[config.mk]
export PLATFORM = sky130hd
export DESIGN_NAME = irig_symbol_decoder
export DESIGN_NICKNAME = d
export VERILOG_FILES = /design/src/rtl/irig_pkg.sv /design/src/rtl/irig_in_filter.sv /design/src/rtl/irig_symbol_decoder.sv
export SDC_FILE = /design/constraint.sdc
export NUM_CORES = 1
export LEC_CHECK = 0
export CAP_MARGIN = 15
export CORE_ASPECT_RATIO = 0.8
export CORE_UTILIZATION = 42
export DETAILED_ROUTE_END_ITERATION = 8
export PLACE_DENSITY_LB_ADDON = 0.05
export SLEW_MARGIN = 10
export SYNTH_ARGS = -nofsm -noshare
export SYNTH_HDL_FRONTEND = slang
export SYNTH_SLANG_ARGS = --single-unit
[constraint.sdc]
create_clock -name clk_i -period 6.95 [get_ports clk_i]
set_input_delay 2.085 -clock clk_i [delete_from_list [all_inputs] [get_ports clk_i]]
set_output_delay 2.085 -clock clk_i [all_outputs]
set_load 0.02 [all_outputs]
[src/rtl/irig_pkg.sv]
// Shared symbol codes, FSM encoding and pulse-width classifier for the IRIG-B decode path.
package irig_pkg;

  typedef enum logic [1:0] {
    StIdle,
    StLow,
    StHigh,
    StLost
  } irig_state_e;

  localparam logic [2:0] SYM_ZERO = 3'b001;
  localparam logic [2:0] SYM_ONE  = 3'b011;
  localparam logic [2:0] SYM_MARK = 3'b111;
  localparam logic [2:0] SYM_ERR  = 3'b000;

  localparam int unsigned IRIG_BITS_PER_FRAME = 100;

  // Thresholds sit halfway between the nominal 2/5/8 ms widths; ms_ticks is a parameter so
  // every division folds to a constant.
  function automatic logic [2:0] irig_classify(input int unsigned width,
                                               input int unsigned ms_ticks);
    if (width < ms_ticks) begin
      return SYM_ERR;
    end else if (width < (7 * ms_ticks) / 2) begin
      return SYM_ZERO;
    end else if (width < (13 * ms_ticks) / 2) begin
      return SYM_ONE;
    end else if (width < (19 * ms_ticks) / 2) begin
      return SYM_MARK;
    end
    return SYM_ERR;
  endfunction

endpackage

[src/rtl/irig_in_filter.sv]
// Synchroniser and ce-qualified edge detector for the raw IRIG-B level.
// Optional glitch filter built only when IRIG_GLITCH_FILT_EN is defined.
module irig_in_filter #(
  parameter int unsigned GLITCH_TICKS = 4
) (
  input  logic clk_i,
  input  logic rst_ni,
  input  logic ce_i,
  input  logic irig_i,
  output logic level_o,
  output logic level_valid_o,
  output logic rise_o,
  output logic fall_o
);

  if (GLITCH_TICKS == 0) begin : g_bad_glitch
    $error("GLITCH_TICKS must be at least 1");
  end

  logic [1:0] sync_q;
  logic [1:0] primed_q;
  logic       level_q;
  logic       sample;

  always_ff @(posedge clk_i or negedge rst_ni) begin
    if (!rst_ni) begin
      sync_q   <= 2'b00;
      primed_q <= 2'b00;
    end else begin
      sync_q   <= {sync_q[0], irig_i};
      primed_q <= {primed_q[0], 1'b1};
    end
  end

`ifdef IRIG_GLITCH_FILT_EN
  localparam int unsigned GcntW = $clog2(GLITCH_TICKS + 1);

  logic [GcntW-1:0] gcnt_q, gcnt_d;
  logic             accept;

  assign accept = ce_i && (sync_q[1] != level_q) && (gcnt_q == GcntW'(GLITCH_TICKS - 1));
  assign sample = accept ? sync_q[1] : level_q;

  always_comb begin
    gcnt_d = gcnt_q;
    if (ce_i) begin
      if ((sync_q[1] == level_q) || accept) begin
        gcnt_d = '0;
      end else begin
        gcnt_d = gcnt_q + 1'b1;
      end
    end
  end

  always_ff @(posedge clk_i or negedge rst_ni) begin
    if (!rst_ni) begin
      gcnt_q <= '0;
    end else begin
      gcnt_q <= gcnt_d;
    end
  end

  // Not trustworthy until the filter agrees with the raw level, else a high present at
  // reset release would look like a low.
  assign level_valid_o = primed_q[1] && (sync_q[1] == level_q);
`else
  assign sample        = sync_q[1];
  assign level_valid_o = primed_q[1];
`endif

  always_ff @(posedge clk_i or negedge rst_ni) begin
    if (!rst_ni) begin
      level_q <= 1'b0;
    end else if (ce_i) begin
      level_q <= sample;
    end
  end

  assign level_o = sample;
  assign rise_o  = ce_i && sample && !level_q;
  assign fall_o  = ce_i && !sample && level_q;

endmodule

[src/rtl/irig_symbol_decoder.sv]
// IRIG-B symbol decoder: measures high pulses, classifies them, tracks frame reference and index.
// Define IRIG_GLITCH_FILT_EN to build the input glitch filter.
module irig_symbol_decoder
  import irig_pkg::*;
#(
  parameter int unsigned MS_TICKS     = 100,
  parameter int unsigned CNT_W        = 16,
  parameter int unsigned GLITCH_TICKS = 4
) (
  input  logic       clk_i,
  input  logic       hrd_rst_ni,
  input  logic       ce_i,
  input  logic       irig_in_i,
  output logic [2:0] irig_data_o,
  output logic       en_o,
  output logic       frame_sync_o,
  output logic [7:0] ind_o,
  output logic       ind_valid_o,
  output logic       sig_lost_o
);

  if (12 * MS_TICKS >= (2 ** CNT_W)) begin : g_bad_cnt_w
    $error("CNT_W too narrow for 12 ms timeout");
  end

  localparam logic [CNT_W-1:0] TimeoutTicks = CNT_W'(12 * MS_TICKS);
  localparam logic [7:0]       LastInd      = 8'(IRIG_BITS_PER_FRAME - 1);

  logic level, level_valid, rise, fall;

  irig_in_filter #(
    .GLITCH_TICKS(GLITCH_TICKS)
  ) u_in_filter (
    .clk_i        (clk_i),
    .rst_ni       (hrd_rst_ni),
    .ce_i         (ce_i),
    .irig_i       (irig_in_i),
    .level_o      (level),
    .level_valid_o(level_valid),
    .rise_o       (rise),
    .fall_o       (fall)
  );

  irig_state_e      state_q, state_d;
  logic [CNT_W-1:0] cnt_q, cnt_d, cnt_inc;
  logic [2:0]       data_q, data_d, sym;
  logic [7:0]       ind_q, ind_d;
  logic             en_q, en_d, fs_q, fs_d, iv_q, iv_d, lost_q, lost_d, mark_q, mark_d;
  logic             timeout;

  assign cnt_inc = cnt_q + 1'b1;
  // >= so a fall just before the limit still times out from LOW.
  assign timeout = (cnt_inc >= TimeoutTicks);
  assign sym     = irig_classify(32'(cnt_q), MS_TICKS);

  always_comb begin
    state_d = state_q;
    cnt_d   = cnt_q;
    data_d  = data_q;
    ind_d   = ind_q;
    iv_d    = iv_q;
    lost_d  = lost_q;
    mark_d  = mark_q;
    en_d    = 1'b0;
    fs_d    = 1'b0;

    unique case (state_q)
      StIdle: begin
        if (ce_i && level_valid && !level) begin
          state_d = StLow;
          cnt_d   = '0;
        end
      end
      StLow: begin
        if (rise) begin
          state_d = StHigh;
          cnt_d   = CNT_W'(1);
        end else if (ce_i) begin
          if (timeout) begin
            state_d = StLost;
            cnt_d   = '0;
            lost_d  = 1'b1;
            iv_d    = 1'b0;
            mark_d  = 1'b0;
          end else begin
            cnt_d = cnt_inc;
          end
        end
      end
      StHigh: begin
        if (fall) begin
          state_d = StLow;
          cnt_d   = cnt_inc;
          en_d    = 1'b1;
          data_d  = sym;
          mark_d  = (sym == SYM_MARK);
          if (sym != SYM_ERR) begin
            lost_d = 1'b0;
          end
          if ((sym == SYM_MARK) && mark_q) begin
            fs_d  = 1'b1;
            ind_d = '0;
            iv_d  = 1'b1;
          end else begin
            ind_d = (ind_q == LastInd) ? '0 : ind_q + 1'b1;
          end
        end else if (ce_i) begin
          if (timeout) begin
            state_d = StLost;
            cnt_d   = '0;
            lost_d  = 1'b1;
            iv_d    = 1'b0;
            mark_d  = 1'b0;
          end else begin
            cnt_d = cnt_inc;
          end
        end
      end
      StLost: begin
        if (rise) begin
          state_d = StHigh;
          cnt_d   = CNT_W'(1);
        end
      end
      default: state_d = StIdle;
    endcase
  end

  always_ff @(posedge clk_i or negedge hrd_rst_ni) begin
    if (!hrd_rst_ni) begin
      state_q <= StIdle;
      cnt_q   <= '0;
      data_q  <= SYM_ERR;
      ind_q   <= '0;
      en_q    <= 1'b0;
      fs_q    <= 1'b0;
      iv_q    <= 1'b0;
      lost_q  <= 1'b0;
      mark_q  <= 1'b0;
    end else begin
      state_q <= state_d;
      cnt_q   <= cnt_d;
      data_q  <= data_d;
      ind_q   <= ind_d;
      en_q    <= en_d;
      fs_q    <= fs_d;
      iv_q    <= iv_d;
      lost_q  <= lost_d;
      mark_q  <= mark_d;
    end
  end

  assign irig_data_o  = data_q;
  assign en_o         = en_q;
  assign frame_sync_o = fs_q;
  assign ind_o        = ind_q;
  assign ind_valid_o  = iv_q;
  assign sig_lost_o   = lost_q;

endmodule
-- After elaboration in Yosys (flattened, before gate mapping)
Index checks and enable logic that the tools add are counted.
W data, S select, Z words.
- add/subtract/negate cells: 2
- order comparisons: 5
- equality and inequality tests: 10
- mux-type cells: 47
- reduce and logical (&&, ||, !) cells: 17
- operators with widths (operator ; count):
    $mux W16 ; 6
    $pmux W16 S4 ; 1
    $lt A16 B10 Y1 const B ; 2
    $mux W1 ; 23
    $add A16 B1 Y16 const B ; 1
    $ge A16 B11 Y1 const B ; 1
    $lt A16 B7 Y1 const B ; 1
    $lt A16 B9 Y1 const B ; 1
    $mux W8 ; 2
    $mux W3 ; 5
    $mux W2 ; 6
    $add A8 B1 Y8 const B ; 1
    $eq A8 B7 Y1 const B ; 1
    $pmux W2 S4 ; 1
    $logic_and A1 B1 Y1 ; 7
    $ne A2 B2 Y1 const B ; 3
    $ne A3 B3 Y1 const B ; 2
    $pmux W1 S2 ; 3
    $reduce_and A2 Y1 ; 3
    $reduce_and A3 Y1 ; 2
    $eq A2 B2 Y1 const B ; 2
    $eq A3 B3 Y1 const B ; 1
    $reduce_bool A3 Y1 ; 1
    $eq A2 B1 Y1 const B ; 1
    other kinds (3) ; 4
- bits in registers: 39
- input bits: 4
- logic and storage cells: 93

-- Depth between registers and ports, before layout
- depth after elaboration: 11
- depth in mapped cells: 9
- depth with buffers taken out: 8

-- Modules after synthesis
A second synthesis with hierarchy kept.
- cells, all modules: 270
- area, all modules: 2307.2 um^2
- by module, submodules not included (module ; times used ; cells an instance ; area each (um^2) ; seq. area each (um^2)):
    irig_symbol_decoder ; 1 ; 261 ; 2143.3 ; 850.8
    irig_in_filter ; 1 ; 9 ; 163.9 ; 125.1

-- Least setup slack after synthesis
No wires, ideal clock.
- path type: input-to-reg
- start point: input ce_i
- end point: register cnt_q[10]
- arrival time: 3403 ps
- data required time: 6855 ps
- path slack: 3452 ps
- stages on the path: 7
- path through: and3b_1 o21ai_0 o21ai_0 o21bai_1 o32ai_4 a21oi_1 o31ai_1
- longest elaborated chain between the ends: 4
- ends and longest elaborated chain (what ; line ; text):
    from (decl) ; irig_symbol_decoder.sv:12 ; input logic ce_i,
    $logic_and A1 B1 Y1, on equally long branches (2 in series) ; irig_in_filter.sv:81, irig_in_filter.sv:80, irig_symbol_decoder.sv:69 ;
    $mux W16 (tied with other cells) ; irig_symbol_decoder.sv:91 ; if (fall) begin
    $pmux W16 S4 or $reduce_and A2 Y1 (tied branches) ; - ;
    to (signal assigned) ; irig_symbol_decoder.sv:142 ; cnt_q <= cnt_d;
    to (decl) ; irig_symbol_decoder.sv:45 ; logic [CNT_W-1:0] cnt_q, cnt_d, cnt_inc;
Several ways; a longest one is shown, not always the timed one.
A chain may end at the register's enable or synchronous reset.

-- Worst setup path in the final report
- start point: input ce_i
- end point: register ind_q[5] (netlist: ind_o[5])
- longest elaborated chain between the ends: 3
- ends and longest elaborated chain (what ; line ; text):
    $logic_and A1 B1 Y1 (2 in series) ; irig_in_filter.sv:81 ; assign fall_o = ce_i && !sample && level_q;
    $reduce_and A2 Y1 (no line) ; - ;
    to (signal assigned) ; irig_symbol_decoder.sv:144 ; ind_q <= ind_d;
    to (decl) ; irig_symbol_decoder.sv:47 ; logic [7:0] ind_q, ind_d;
Every way passes these cells.

==> results_dict.tcl <==
set metrics [dict create \
    vias 2266 \
    worst_ep_required_time_ps 7180 \
    finalSetupTns_ps 0 \
    period_minus_slack_ps 4760 \
    drtIter0Drc 166 \
    sw_frac_of_total_pct 36.61 \
    cts_hold_buf 0 \
    ir_drop_mv 0.1091 \
    cts_tree "yes" \
    n_antenna_cell 0 \
    clk_pin_slew_ps 80 \
    yosys.area.top_type "dfrtp_1" \
    setup_viol_count_final 0 \
    portBuffers 18 \
    synth_nets 319 \
    gr-total-overflow 0 \
    synth_adder_area_share_pct 0.9718 \
    tightest_slew_ps 887.7 \
    clock_sinks 39 \
    gp_congestion 0.7903 \
    syn-instance-count 313 \
    fill_cells 572 \
    p_seq_share_pct 49.3 \
    post-route-period-util_pct 68.49 \
    first_pass_iters 7 \
    ys_seq_elements 39 \
    hold_class "register to register" \
    fin_total_pwr_uw 632.4 \
    synthMuxAreaShare_pct 0.8260 \
    grt_use_total_pct 21.23 \
    grt_pass1_wl_mm 10.49 \
    p_int_uw 400.9 \
    die_h_um 72.04 \
    synth_top_family_by_area "compound AO/OA/AOI/OAI gates" \
    synth_edf_count 0 \
    max_freq_mhz 210.1 \
    yosysUniqueCellTypes 59 \
    status "finished clean" \
    die_w_um 89.54 \
    arrival_ps 4990 \
    cap_violations 0 \
    cts_buffers 5 \
    cts_buffer_depth 2 \
    synth_ff_type "dfrtp_1" \
    synth-simple-area-share_pct 24.10 \
    critPathCaptureType "register" \
    wirelength_mm 6.207 \
    rsz0062_at_grt "false" \
    start_util_pct 43.56 \
    p_leak_uw 0.001178 \
    skew_ps 3.793 \
    clkPwrFrac_pct 27.4 \
    avgRoutedWirePerCell_um 15.63 \
    crit_fanout 24 \
    switchingPower_uw 231.5 \
    synthTopCellsByCount "40 x nand2_1, 39 x dfrtp_1, 33 x o21ai_0" \
    grt_max_degree 40 \
    power.density_nw_per_um2 221.3 \
    cts-resized-gates 0 \
    synth.area.top_cells "dfrtp_1 38%, o21ai_0 6.4%, nand2_1 5.8%" \
    num-nets-final 321 \
    io_pins 19 \
    synth_top_area_share_pct 37.90 \
    syn2layout_area_growth_pct 10.98 \
    timing_worst_setup_path_type "primary input to register" \
    slew_headroom_pct 40.82 \
    hpwl_mm 4.222 \
    grt_pass1_vias 2072 \
    antenna_found_initial 0 \
    ys_warn_count 0 \
    rrSetupSlack_ps 3540 \
    drc 0 \
    drtAntennaViolNets 0 \
    drive_gt1_share_pct 7.278 \
    finalHoldViolCount 0 \
    fp-row-count 25 \
    yosysMostFrequentCell "nand2_1" \
    synth_compound_area_share_pct 27.11 \
    avgSynthCellArea_sq_um 8.227 \
    ctsHtreeMaxLevel 2 \
    clkLatencyLatePin_ps 290 \
    report.final.slew_viol_count 0 \
    post_cts_buffers 0 \
    design.core.area_sq_um 5912 \
    routed_via_density 5.708 \
    async_flop_share_pct 100.0 \
    synthesis.area_sq_um 2575 \
    cts_root_buf "clkbuf_8" \
    synth_xor_area_share_pct 3.401 \
    start_kind "primary input" \
    yosysSeqAreaShare_pct 37.90 \
    combPwrFrac_pct 23.3 \
    die-area_sq_um 6450 \
]
-- layout by cell type (no fill, tap or decap), types with 2 or more instances in the layout --
cell	netlist	routed
o21a_1	2	2
and4_1	2	2
inv_1	9	9
or4_1	2	2
o211ai_1	4	4
a21oi_1	19	19
a31oi_1	4	4
a22oi_1	2	2
o21ai_0	33	33
xnor2_1	7	7
and3_1	5	5
o21ai_1	8	8
a211oi_1	3	3
o31a_1	2	2
a22o_1	4	4
nand4_1	7	7
clkbuf_8	0	7
or3_1	2	2
clkdlybuf4s50_1	0	17
ha_1	2	2
o31ai_1	3	3
nor3_1	14	14
nor2b_1	3	3
nand2_1	40	40
a31o_2	2	2
or2_2	2	2
o311ai_0	2	2
xor2_1	3	3
nand4_2	2	2
a21o_1	7	7
nand3_1	8	8
nor2_1	17	17
nor4_1	3	3
dfrtp_1	39	39
o21bai_1	2	2
and2_1	4	4
-- state kept, by name (all words and copies together) (netlist names) --
signal                cells
cnt_q                    16
ind_o                     8
irig_data_o               3
state_q                   2
u_in_filter.primed_q      2
u_in_filter.sync_q        2
en_o                      1
frame_sync_o              1
ind_valid_o               1
mark_q                    1
sig_lost_o                1
u_in_filter.level_q       1
-- power by group through the flow --
stage | Clock [uW] | Sequential, uW | Combinational (uW)
floorplan | 0 | 274 | 145
global placement | 0 | 317 | 148
detailed placement | 0 | 316 | 147
CTS | 179 | 311 | 148
global route | 187 | 318 | 167
finish | 173 | 312 | 147
-- per-stage QoR --
step	worst slack, ps	instances	util, %	area [sq um]	hold slack (ps)
2_1_floorplan	3452	313	-	2575	331.2
3_3_place_gp	1927	389	46.58	2754	335.4
3_5_place_dp	1882	389	46.58	2754	339.7
4_1_cts	2168	397	48.34	2858	359.7
5_1_grt	1852	397	48.34	2858	363.5
6_report	2190	397	48.34	2858	355.9
-- critical path, stage by stage --
cell	delay, ps
clkdlybuf4s50_1	970
and3b_1	290
nand2_1	480
a31o_2	480
nor2_1	380
a21o_1	170
a22o_1	130
-- worst paths after layout --
kind,from,depth (start not counted),endpoint
worst min register to register,u_in_filter.sync_q[0]$_DFF_PN0_,0,u_in_filter.sync_q[1]$_DFF_PN0_
worst max register to register,cnt_q[0]$_DFFE_PN0P_,8,cnt_q[10]$_DFFE_PN0P_
min in group asynchronous,hrd_rst_ni,1,en_o$_DFF_PN0_
max in group asynchronous,hrd_rst_ni,1,cnt_q[10]$_DFFE_PN0P_
worst min-delay path,u_in_filter.sync_q[0]$_DFF_PN0_,0,u_in_filter.sync_q[1]$_DFF_PN0_
worst max-delay path,ce_i,7,ind_o[5]$_DFFE_PN0P_
-- per-layer routing --
metal  track usage, %  vias up  routed length (um)
met4            5.467        0                  53
li1                 -     1142                   -
met2            29.80       43                2647
met3            4.437        4                 268
met1            32.81     1077                3237
met5                0        -                   0
-- cell families (layout without fill, tap and decap cells) --
| family | after synthesis | in the layout |
|---|---|---|
| and+or+nand+nor | 118 | 118 |
| AOI/OAI and AO/OA | 107 | 107 |
| DFF | 39 | 39 |
| buffers and inverters | 34 | 37 |
| xor gates and xnor gates | 10 | 10 |
| adders and majority gates | 2 | 2 |
| muxes | 2 | 2 |
| other | 1 | 1 |
-- final cells by class --
class	instances	area, sq um	share of cell area [%]
sequential	39	975.9	34.15
clock inverter	1	7.507	0.2627
clock buffer	7	96.34	3.371
inverter	10	37.54	1.313
timing repair buffer	19	182.7	6.392
tap	81	101.3	3.546
multi-input combinational	240	1456	50.96
(Power assumes the default switching activity.)
